`src/rtl/seq_detector_param_if.sv`:
```
// Serial detector signal bundle: the serial data input plus the match, heartbeat,
// history and counter outputs, shared between the detector and its driver.
interface seq_detector_param_if #(
  parameter int PAT_LEN = 5,
  parameter int CNT_W   = 8
);
  logic               w;
  logic               z;
  logic               clk_tick;
  logic               W;
  logic [PAT_LEN-1:0] state;
  logic [CNT_W-1:0]   match_cnt;

  modport master (
    output w,
    input  z,
    input  clk_tick,
    input  W,
    input  state,
    input  match_cnt
  );

  modport slave (
    input  w,
    output z,
    output clk_tick,
    output W,
    output state,
    output match_cnt
  );
endinterface

```
`src/rtl/seq_detector_param.sv`:
```
// Parametrised serial pattern detector: samples w once per divided-clock tick,
// matches the last PAT_LEN samples against PATTERN and counts matches (saturating).
module seq_detector_param #(
  parameter int                 PAT_LEN = 5,
  parameter logic [PAT_LEN-1:0] PATTERN = 5'b10010,
  parameter bit                 OVERLAP = 1'b1,
  parameter bit                 MOORE   = 1'b0,
  parameter int                 DIV     = 400_000_000,
  parameter int                 CNT_W   = 8
) (
  input logic            clk,
  input logic            reset,
  seq_detector_param_if.slave bus
);

  localparam int DW = (DIV > 1) ? $clog2(DIV) : 1;
  localparam int FW = $clog2(PAT_LEN + 1);

  localparam logic [DW-1:0]    DIV_LAST  = DW'(DIV - 1);
  localparam logic [FW-1:0]    FILL_FULL = FW'(PAT_LEN);
  localparam logic [FW-1:0]    FILL_MIN  = FW'(PAT_LEN - 1);
  localparam logic [CNT_W-1:0] CNT_MAX   = '1;

  logic [DW-1:0]      r_div_cnt;
  logic [FW-1:0]      r_fill;
  logic [PAT_LEN-1:0] r_state;
  logic               r_w_q;
  logic               r_clk_tick;
  logic [CNT_W-1:0]   r_match_cnt;

  logic               w_tick;
  logic [PAT_LEN-1:0] w_hist_next;
  logic               w_match;
  logic [FW-1:0]      w_fill_next;
  logic [CNT_W-1:0]   w_cnt_next;

  assign w_tick = (r_div_cnt == DIV_LAST);

  always_ff @(posedge clk) begin
    if (!reset) begin
      r_div_cnt <= '0;
    end else if (w_tick) begin
      r_div_cnt <= '0;
    end else begin
      r_div_cnt <= r_div_cnt + 1'b1;
    end
  end

  // The match looks at the history as it will be after this tick's shift,
  // so the final pattern bit comes straight from the live input.
  assign w_hist_next = {r_state[PAT_LEN-2:0], bus.w};
  assign w_match     = (r_fill >= FILL_MIN) && (w_hist_next == PATTERN);

  always_comb begin
    w_fill_next = r_fill;
    if (r_fill != FILL_FULL) begin
      w_fill_next = r_fill + 1'b1;
    end
    if (w_match && !OVERLAP) begin
      w_fill_next = '0;
    end
  end

  always_comb begin
    w_cnt_next = r_match_cnt;
    if (w_match && (r_match_cnt != CNT_MAX)) begin
      w_cnt_next = r_match_cnt + 1'b1;
    end
  end

  always_ff @(posedge clk) begin
    if (!reset) begin
      r_fill      <= '0;
      r_state     <= '0;
      r_w_q       <= 1'b0;
      r_clk_tick  <= 1'b0;
      r_match_cnt <= '0;
    end else if (w_tick) begin
      r_fill      <= w_fill_next;
      r_state     <= w_hist_next;
      r_w_q       <= bus.w;
      r_clk_tick  <= ~r_clk_tick;
      r_match_cnt <= w_cnt_next;
    end
  end

  generate
    if (MOORE) begin : g_moore
      logic r_z;

      always_ff @(posedge clk) begin
        if (!reset) begin
          r_z <= 1'b0;
        end else if (w_tick) begin
          r_z <= w_match;
        end
      end

      assign bus.z = r_z;
    end else begin : g_mealy
      assign bus.z = w_match;
    end
  endgenerate

  assign bus.clk_tick  = r_clk_tick;
  assign bus.W         = r_w_q;
  assign bus.state     = r_state;
  assign bus.match_cnt = r_match_cnt;

endmodule

```
`src/flat_wrapper.sv`:
```
// flat-port wrapper written by rule: the top's interface ports become plain ports
module seq_detector_param_flat 
#(
  parameter int                 PAT_LEN = 5,
  parameter logic [PAT_LEN-1:0] PATTERN = 5'b10010,
  parameter bit                 OVERLAP = 1'b1,
  parameter bit                 MOORE   = 1'b0,
  parameter int                 DIV     = 400_000_000,
  parameter int                 CNT_W   = 8
)
  (clk, reset, bus_w, bus_z, bus_clk_tick, bus_W, bus_state, bus_match_cnt);
  seq_detector_param_if #(.PAT_LEN(PAT_LEN), .CNT_W(CNT_W)) bus_i ();
  input logic clk;
  input logic reset;
  input wire logic [$bits(bus_i.w)-1:0] bus_w;
  output wire logic [$bits(bus_i.z)-1:0] bus_z;
  output wire logic [$bits(bus_i.clk_tick)-1:0] bus_clk_tick;
  output wire logic [$bits(bus_i.W)-1:0] bus_W;
  output wire logic [$bits(bus_i.state)-1:0] bus_state;
  output wire logic [$bits(bus_i.match_cnt)-1:0] bus_match_cnt;
  assign bus_i.w = bus_w;
  assign bus_z = bus_i.z;
  assign bus_clk_tick = bus_i.clk_tick;
  assign bus_W = bus_i.W;
  assign bus_state = bus_i.state;
  assign bus_match_cnt = bus_i.match_cnt;
  seq_detector_param #(.PAT_LEN(PAT_LEN), .PATTERN(PATTERN), .OVERLAP(OVERLAP), .MOORE(MOORE), .DIV(DIV), .CNT_W(CNT_W)) u_core (.clk(clk), .reset(reset), .bus(bus_i));
endmodule
```
`config.mk`:
```
export PLATFORM = sky130hd
export DESIGN_NAME = seq_detector_param_flat
export DESIGN_NICKNAME = d
export VERILOG_FILES = /design/src/rtl/seq_detector_param_if.sv /design/src/rtl/seq_detector_param.sv /design/src/flat_wrapper.sv
export SDC_FILE = /design/constraint.sdc
export NUM_CORES = 1
export LEC_CHECK = 0
export BUFFER_PORTS_ARGS = -buffer_cell sky130_fd_sc_hd__buf_2
export CAP_MARGIN = 0
export CORE_ASPECT_RATIO = 1.5
export CORE_UTILIZATION = 45
export CTS_BUF_LIST = sky130_fd_sc_hd__clkbuf_8
export DETAILED_ROUTE_END_ITERATION = 10
export MAX_ROUTING_LAYER = met4
export PLACE_DENSITY = 0.76
export SKIP_CTS_REPAIR_TIMING = 1
export SLEW_MARGIN = 20
export SYNTH_ARGS = -nofsm -noshare
export SYNTH_HDL_FRONTEND = slang
export SYNTH_SLANG_ARGS = --single-unit
```
`constraint.sdc`:
```
create_clock -name clk -period 1.96 [get_ports clk]
set_input_delay 0.294 -clock clk [delete_from_list [all_inputs] [get_ports clk]]
set_output_delay 0.294 -clock clk [all_outputs]
set_load 0.03 [all_outputs]
```
==> impl_results.md, run 1 <==
* Post-Syn Area per Cell at 8.58 um^2
* Critical Path Source Type: flop
* # IOs at 19
* Min cycle time layout at 2030 ps
* Die width at 58.6 um
* Lkg Pwr at 0.00102 uW
* Final Hold Fails at 0
* Hold/Removal Path Class: input pin to flop
* Detail Route Antenna Nets at 0
* Input/output buffers at 18
* Total GRT Usage at 20.2%
* First-pass GRT wire length at 7.62 mm
* Post-synthesis cell count at 252
* RSZ-0062 raised after global routing: yes
* Initial DRC count at 45
* Synth unique cells at 42
* CTS max path bufs at 2
* Total power at 1680 uW
* Synth top cells by count: dfxtp_1 (46), nor2_1 (32), nand3_1 (23)
* Worst-Margin Slew at 543 ps
* Ys async rst share at 0%
* Slew Viols, Final at 0
* CP Data Required Time at 2180 ps
* Crit path arrival time at 2250 ps
* Core ar. at 0.00458 mm^2
* Number of clock sinks at 46
* Final setup vio count at 4
* Achievable Freq at 492 MHz
* CP max FO at 7
* VDD IR max at 596 uV
* Routed WL per cell at 12.3 um
* Die area at 0.00509 mm^2
* Gr ovfl total at 0
* Clock Skew at 10.1 ps
* #FFs+latches synth at 46
* Worst Setup End Kind: flop
* Ant diodes at 0
* Mapped cell area at 0.00216 mm^2
* Failing checks: negative setup slack
* Worst-path clk slew at 80 ps
* Mapped Nets at 260
* Htree depth at 2
* TritonCTS Buffers at 5
* Run status: finished with violations
* Max_slew headroom at 63.6%
* Worst setup margin at -73.2 ps
* Predominant post-synthesis flop cell: dfxtp_1
* TritonCTS clock tree: yes
* Share of cells above drive strength 1 at 23.1%
* Post-synth EDFFs at 0
* YS warnings at 0
* Final worst path period share at 104%
* WS Path Type: flop to flop
* Cell Pwr Density at 634 mW/mm^2
* Layout area overhead at 22.2%
* Drt drc at 0
* DR vias at 1863
* Initial antenna violation count at 0
* Drt total wl at 4.42 mm
* Pre-CTS setup slack at -166 ps
* Root buffer cell: clkbuf_8
* Number of global-route vias before repair at 1755
* First-pass DRT Iterations at 6
* Seq/Total Area, Yosys at 42.6%
* Top cells by area, synth: dfxtp_1 (43%), xor2_1 (5.7%), nor2_1 (5.6%)
* Final core occ at 57.7%
* Nets at 302
* Leading area contributor after synthesis: dfxtp_1
* Most common cell in the synthesized netlist: dfxtp_1
* Vias per Instance at 5.19
* Std-Cell Rows at 30
* Worst-Skew Late Latency at 300 ps
* Synth top area share at 42.6%
* Largest net degree at the start of global routing at 22
* Final HPWL DP at 3.22 mm
* Chip height at 86.9 um
* Max Cap Viol at 0
* GPL Wtd Cong at 0.852
* Starting density of the core at 47.2%
-- logic make-up (layout without fill, tap and decap cells) --
kind of cell / after synthesis / in the layout / share of synthesized area [%]
simple gates: 126 / 126 / 32.2
mux: 1 / 1 / 0.521
flops: 46 / 46 / 42.6
fa+ha+maj: 5 / 5 / 2.89
xor+xnor: 24 / 24 / 9.72
buf+inv: 16 / 59 / 3.30
compound gates: 34 / 34 / 8.74
-- layout by cell type (no fill, tap or decap), types with 8 or more instances in the layout --
cell and instances:
a21oi_1 11, and3_1 10, buf_2 18, buf_4 26, dfxtp_1 43, nand2_1 21, nand3_1 23, nor2_1 32
o21ai_1 10, or3_1 8, xnor2_1 10, xor2_1 14
-- state kept, by name, indices dropped and copies added, names as in the netlist --
register,flops
u_core.r_div_cnt,29
u_core.bus.match_cnt,8
u_core.bus.state,5
u_core.r_fill,3
u_core.bus.clk_tick,1
-- metrics by stage --
step	setup TNS (ps)	hold WS, ps	cells	instance area (um^2)
after floorplan	-76.8	419	252	2170
after global placement	-338	444	347	2480
after detailed placement	-705	452	347	2480
after CTS	-322	248	355	2590
after global routing	-652	246	359	2640
final	-205	251	359	2640
-- where the power goes --
group | internal, uW | leakage [uW] | switching, uW
logic | 16.9 | 0.000589 | 26.0
registers | 939 | 0.000372 | 5.32
clock network | 375 | 0.0000556 | 314
-- cell type report --
class                           instances  area [um^2]
Sequential cell                        46          925
Inverter                                6         22.5
Tap cell                               64         80.1
Clock inverter                          3         41.3
Timing Repair Buffer                   45          305
Fill cell                             420         1940
Multi-Input combinational cell        190         1200
Clock buffer                            5         68.8
-- worst max-delay path: stages, from the launching register on --
cell and delay (ps):
dfxtp_2 330, or4_4 540, nor4_4 250, nand4_4 190, or4_1 510, a21oi_1 150
-- final timing paths --
| path | startpoint | end | slack (ps) | depth (start not counted) |
|---|---|---|---|---|
| hold / removal | bus_w | u_core.bus.state[0] | 250 | 3 |
| hold reg to reg | u_core.bus.state[4] | u_core.bus.state[4] | 470 | 2 |
| setup reg to reg | u_core.r_div_cnt[21] | u_core.bus.match_cnt[7] | -70 | 5 |
| setup / recovery | u_core.r_div_cnt[21] | u_core.bus.match_cnt[7] | -70 | 5 |
-- per-layer routing --
layer	routed length (um)	vias to the layer above	track usage [%]
met3	123	6	4.01
met1	1890	867	23.1
met2	2340	30	34.1
met4	70	0	8.23
met5	0	-	-
li1	-	960	-
No activity file was read; power rests on OpenSTA's default activity.
==> run 2, diff against run 1 <==
--- a/config.mk
+++ b/config.mk
@@ -12,7 +12,7 @@
 export CTS_BUF_LIST = sky130_fd_sc_hd__clkbuf_8
 export DETAILED_ROUTE_END_ITERATION = 10
 export MAX_ROUTING_LAYER = met4
-export PLACE_DENSITY = 0.76
+export PLACE_DENSITY = 0.74
 export SKIP_CTS_REPAIR_TIMING = 1
 export SLEW_MARGIN = 20
 export SYNTH_ARGS = -nofsm -noshare
==> constraint.sdc (replaced) <==
create_clock -name clk -period 2.3 [get_ports clk]
set_input_delay 0.345 -clock clk [delete_from_list [all_inputs] [get_ports clk]]
set_output_delay 0.345 -clock clk [all_outputs]
set_load 0.03 [all_outputs]
==> run 2 against run 1 <==
Power is 13% lower. Flip-flop and latch count is the same. Highest routed layer unchanged. Via count shrank 3.1%. Count of clock-buffer cells in the layout unchanged. The flow now finishes without violations. Global-route usage fell by 0.28 points. Largest power group unchanged. Combinational power fell by 33%. Sequential power down 15%. Register-to-register slack better by 210 ps. Critical endpoint unchanged. Die area did not move.
==> impl_results.md, run 2 (synthesis gave the netlist of run 1 again) <==
* Layout area overhead at 13.7% (was 22.2%)
* Run status: completed (was finished with violations)
* Critical path origin: u_core.r_fill[2] (was u_core.r_div_cnt[21])
* Achievable Freq at 461 MHz (was 492 MHz)
* Ant diodes at 0 (unchanged)
* Initial antenna violation count at 0 (unchanged)
* Gr ovfl total at 0 (unchanged)
* Final HPWL DP at 3.10 mm (was 3.22 mm)
* Hold Startpoint: bus_w (unchanged)
* Die width at 58.6 um (unchanged)
* Pre-CTS setup slack at 40.5 ps (was -166 ps)
* Largest net degree at the start of global routing at 22 (unchanged)
* Drt total wl at 4.25 mm (was 4.42 mm)
* CP max FO at 10 (was 7)
* Worst setup margin at 133 ps (was -73.2 ps)
* VDD IR max at 612 uV (was 596 uV)
* Worst-path clk slew at 100 ps (was 80 ps)
* Number of global-route vias before repair at 1674 (was 1755)
* Total GRT Usage at 19.9% (was 20.2%)
* Max_slew headroom at 63.7% (was 63.6%)
* Starting density of the core at 47.2% (unchanged)
* Core ar. at 0.00458 mm^2 (unchanged)
* Max Cap Viol at 0 (unchanged)
* Final Hold Fails at 0 (unchanged)
* Largest register FFs at 29 (unchanged)
* TritonCTS Buffers at 5 (unchanged)
* Share of cells above drive strength 1 at 15.0% (was 23.1%)
* Commonest non-fill, non-tap cells in the layout: dfxtp_1 (46), nor2_1 (32), nand3_1 (23) (was dfxtp_1 (43), nor2_1 (32), buf_4 (26))
* Initial DRC count at 61 (was 45)
* Critical Path Source Type: flop (unchanged)
* RSZ-0062 raised after global routing: no (was yes)
* # IOs at 19 (unchanged)
* GPL Wtd Cong at 0.812 (was 0.852)
* TritonCTS clock tree: yes (unchanged)
* Commonest non-fill, non-tap cell in the layout: dfxtp_1 (unchanged)
* DR vias at 1805 (was 1863)
* Filler cell count at 456 (was 420)
* Clock Skew at 10.3 ps (was 10.1 ps)
* WS Path Type: flop to flop (unchanged)
* Hold/Removal Path Class: input pin to flop (unchanged)
* Drt drc at 0 (unchanged)
* First-pass GRT wire length at 7.49 mm (was 7.62 mm)
* Die area at 0.00509 mm^2 (unchanged)
* Chip height at 86.9 um (unchanged)
* Final setup vio count at 0 (was 4)
* Routed WL per cell at 12.6 um (was 12.3 um)
* CP Data Required Time at 2540 ps (was 2180 ps)
* Total negative slack at 0 ps (was -205 ps)
* Biggest register: u_core.r_div_cnt (unchanged)
* Std-Cell Rows at 30 (unchanged)
* Number of clock sinks at 46 (unchanged)
* Htree depth at 2 (unchanged)
* Detail Route Antenna Nets at 0 (unchanged)
* Cell Pwr Density at 594 mW/mm^2 (was 634 mW/mm^2)
* Crit path arrival time at 2410 ps (was 2250 ps)
* Min cycle time layout at 2170 ps (was 2030 ps)
* Worst-Skew Late Latency at 310 ps (was 300 ps)
* CTS max path bufs at 2 (unchanged)
* Nets at 281 (was 302)
* Vias per Instance at 5.34 (was 5.19)
* Root buffer cell: clkbuf_8 (unchanged)
* Slew Viols, Final at 0 (unchanged)
* Reg2reg start: u_core.r_fill[2] (was u_core.r_div_cnt[21])
* Lkg Pwr at 0.000913 uW (was 0.00102 uW)
* First-pass DRT Iterations at 4 (was 6)
* Worst-Margin Slew at 543 ps (about the same)
* Input/output buffers at 18 (unchanged)
* Worst Setup End Kind: flop (unchanged)
* Final worst path period share at 94.2% (was 104%)
## run 2: changes by cell type in the layout (fill, tap and decap cells not counted), sizes merged
cell | before | now
buf | 45 | 24
clkinvlp | 1 | 0
inv | 6 | 7
## run 2: critical path, cell delays in order, from the launching register on
cell	delay, ps
dfxtp_1	400
or4bb_1	520
a211oi_1	340
nand4_4	190
or4_1	510
a21oi_1	140
## run 2: report_power, final
part | switching [uW] | internal (uW) | leakage (uW) | total, uW
Sequential | 3.98 | 800 | 0.000371 | 804
Combinational | 19.3 | 9.27 | 0.000483 | 28.6
Clock | 297 | 331 | 0.0000591 | 628
## run 2: cell type report
type / count / area, um^2 / area share [%]
clock buffers: 5 / 68.8 / 2.80
multi-input cells: 190 / 1170 / 47.6
repair buffers: 24 / 148 / 6.01
clock inverters: 3 / 47.5 / 1.93
well taps: 64 / 80.1 / 3.26
inverters: 6 / 22.5 / 0.916
flip-flops and latches: 46 / 921 / 37.5
## run 2: metrics by stage
step                      cell area (um^2)  hold slack (ps)  power, uW  std cells  util [%]
after floorplan                       2160              430        841        252         -
after global routing                  2460              299       1510        338      53.7
after CTS                             2460              291       1470        338      53.7
after detailed placement              2340              453        852        330      51.1
after global placement                2340              441        852        330      51.1
final                                 2460              288       1460        338      53.7
## run 2: worst paths after layout
path                                           endpoint  slack [ps]  cells after the start
worst max-delay path            u_core.bus.match_cnt[7]         130                      5
worst min-delay path                u_core.bus.state[0]         290                      3
worst max register to register  u_core.bus.match_cnt[7]         130                      5
worst min register to register      u_core.r_div_cnt[0]         470                      1
## run 2: per-layer routing
layer / part of all wire, % / GRT usage (%)
met5: 0 / -
met4: 1.8 / 7.79
met3: 2.9 / 4.01
met2: 53 / 35.9
met1: 42 / 20.7
==> run 3, diff against run 2 <==
--- a/config.mk
+++ b/config.mk
@@ -12,7 +12,7 @@
 export CTS_BUF_LIST = sky130_fd_sc_hd__clkbuf_8
 export DETAILED_ROUTE_END_ITERATION = 10
 export MAX_ROUTING_LAYER = met4
-export PLACE_DENSITY = 0.74
+export PLACE_DENSITY = 0.76
 export SKIP_CTS_REPAIR_TIMING = 1
 export SLEW_MARGIN = 20
 export SYNTH_ARGS = -nofsm -noshare
==> constraint.sdc (replaced) <==
create_clock -name clk -period 1.9 [get_ports clk]
set_input_delay 0.285 -clock clk [delete_from_list [all_inputs] [get_ports clk]]
set_output_delay 0.285 -clock clk [all_outputs]
set_load 0.03 [all_outputs]
==> run 3 against run 2 <==
The run now ends with negative setup slack left. Flip-flop and latch count did not move. Register-to-register slack got worse by 230 ps. Hold slack worse by 73 ps. Setup slack worse by 230 ps. Via count increased by 12%. Clock power down 7.0%. Critical path type unchanged. Largest power group unchanged.
==> impl_results.md, run 3 (synthesis gave the netlist of run 1 again) <==
* Clock Skew at 4.41 ps (was 10.3 ps)
* Vias per Instance at 5.43 (was 5.34)
* Drt total wl at 5.44 mm (was 4.25 mm)
* Fin area at 0.00289 mm^2 (was 0.00246 mm^2)
* Ant diodes at 0 (unchanged)
* Min cycle time layout at 2000 ps (was 2170 ps)
* Die area at 0.00509 mm^2 (unchanged)
* Area taken by multi-input logic gates at 0.00133 mm^2 (was 0.00117 mm^2)
* Slew Viols, Final at 0 (unchanged)
* Register area at 926 um^2 (was 921 um^2)
* Std-Cell Rows at 30 (unchanged)
* Routed WL per cell at 14.7 um (was 12.6 um)
* Non-filler cells, final at 371 (was 338)
* CTS max path bufs at 2 (unchanged)
* Run status: finished with violations (was completed)
* CP max FO at 6 (was 10)
* R2R depth at 6 (was 5)
* Final setup vio count at 5 (was 0)
* Largest register FFs at 29 (unchanged)
* Root buffer cell: clkbuf_8 (unchanged)
* Final Hold Fails at 0 (unchanged)
* Achievable Freq at 500 MHz (was 461 MHz)
* Reg2reg start: u_core.r_fill[2] (unchanged)
* Failing checks: negative setup slack
* Final HPWL DP at 3.27 mm (was 3.10 mm)
* Biggest register: u_core.r_div_cnt (unchanged)
* Initial DRC count at 40 (was 61)
* Worst-Margin Slew at 507 ps (was 543 ps)
* Area post-placement at 0.00254 mm^2 (was 0.00234 mm^2)
* Detail Route Antenna Nets at 0 (unchanged)
* Final core occ at 63.1% (was 53.7%)
* GPL Wtd Cong at 0.849 (was 0.812)
* CP Data Required Time at 2140 ps (was 2540 ps)
* Drt drc at 0 (unchanged)
* Core ar. at 0.00458 mm^2 (unchanged)
* Max Cap Viol at 0 (unchanged)
* Critical Path Source Type: flop (unchanged)
* Input/output buffers at 18 (unchanged)
* Filler cell count at 383 (was 456)
* Max_slew headroom at 66.0% (was 63.7%)
* Cells after DPL at 356 (was 330)
* Commonest non-fill, non-tap cell in the layout: dfxtp_1 (unchanged)
* Cell Pwr Density at 567 mW/mm^2 (was 594 mW/mm^2)
* VDD IR max at 489 uV (was 612 uV)
* TritonCTS clock tree: yes (unchanged)
* Critical path origin: u_core.r_fill[2] (unchanged)
* Share of cells above drive strength 1 at 32.9% (was 15.0%)
* Hold Path Cell Cnt at 3 (unchanged)
* Lkg Pwr at 0.00109 uW (was 0.000913 uW)
* Hold/Removal Path Class: input pin to flop (unchanged)
* Nets at 315 (was 281)
* Initial antenna violation count at 0 (unchanged)
* Die width at 58.6 um (unchanged)
* Number of clock sinks at 46 (unchanged)
* Worst-Skew Late Latency at 310 ps (about the same)
* Gr ovfl total at 0 (unchanged)
* # IOs at 19 (unchanged)
* Chip height at 86.9 um (unchanged)
* Worst-path clk slew at 90 ps (was 100 ps)
* Worst setup margin at -101 ps (was 133 ps)
* Worst Setup End Kind: flop (unchanged)
* Total GRT Usage at 20.5% (was 19.9%)
* DR vias at 2015 (was 1805)
* Crit path arrival time at 2240 ps (was 2410 ps)
* First-pass DRT Iterations at 4 (unchanged)
* Starting density of the core at 47.2% (unchanged)
* WS Path Type: flop to flop (unchanged)
* Commonest non-fill, non-tap cells in the layout: dfxtp_1 (42), buf_4 (33), nor2_1 (23) (was dfxtp_1 (46), nor2_1 (32), nand3_1 (23))
* RSZ-0062 raised after global routing: yes (was no)
* Hold Startpoint: bus_w (unchanged)
* Pre-CTS setup slack at -171 ps (was 40.5 ps)
* First-pass GRT wire length at 7.89 mm (was 7.49 mm)
* Number of global-route vias before repair at 1878 (was 1674)
* Layout area overhead at 33.6% (was 13.7%)
* TritonCTS Buffers at 5 (unchanged)
* Final worst path period share at 105% (was 94.2%)
* Htree depth at 2 (unchanged)
* Largest net degree at the start of global routing at 22 (unchanged)
* Total power at 1640 uW (was 1460 uW)
==> run 3: cell count changes in the layout (fill, tap and decap cells not counted), sizes merged <==
cell,delta
clkbuf,+2
bufinv,-1
inv,-1
buf,+32
clkinvlp,+1
==> run 3: routing by layer <==
metal | part of all wire (%) | GRT usage [%]
met5 | 0 | -
met1 | 38 | 20.9
met4 | 2.7 | 8.23
met2 | 55 | 37.9
met3 | 3.7 | 3.42
==> run 3: power breakdown <==
group | total, uW | internal, uW | switching (uW) | leakage [uW]
combinational | 79.3 | 36.9 | 42.4 | 0.000679
sequential | 974 | 969 | 4.83 | 0.000372
clock | 584 | 247 | 336 | 0.0000414
total | 1640 | 1250 | 383 | 0.00109
==> run 3: final timing paths <==
path / end / slack, ps
max: u_core.bus.match_cnt[2] / -100
min: u_core.bus.state[0] / 220
max reg2reg: u_core.bus.match_cnt[2] / -100
min reg2reg: u_core.bus.state[4] / 490
==> run 3: final cells by class <==
cell class,instances,share of cell area [%]
Multi-Input combinational cell,190,45.9
Clock buffer,5,2.38
Inverter,6,0.780
Sequential cell,46,32.1
Tap cell,64,2.77
Clock inverter,2,0.390
Timing Repair Buffer,58,15.7
==> run 3: through the flow <==
step | TNS, ps | hold WS (ps)
after floorplan | -253 | 410
after global placement | -439 | 445
after detailed placement | -703 | 456
after CTS | -490 | 222
after global routing | -2220 | 228
final | -359 | 215
==> run 3: worst max-delay path: stages, from the launching register on <==
cell and delay, ps:
dfxtp_1 340, or4bb_1 530, a211oi_2 250, nand4_4 160
buf_4 200, or3_1 300, a21oi_1 150
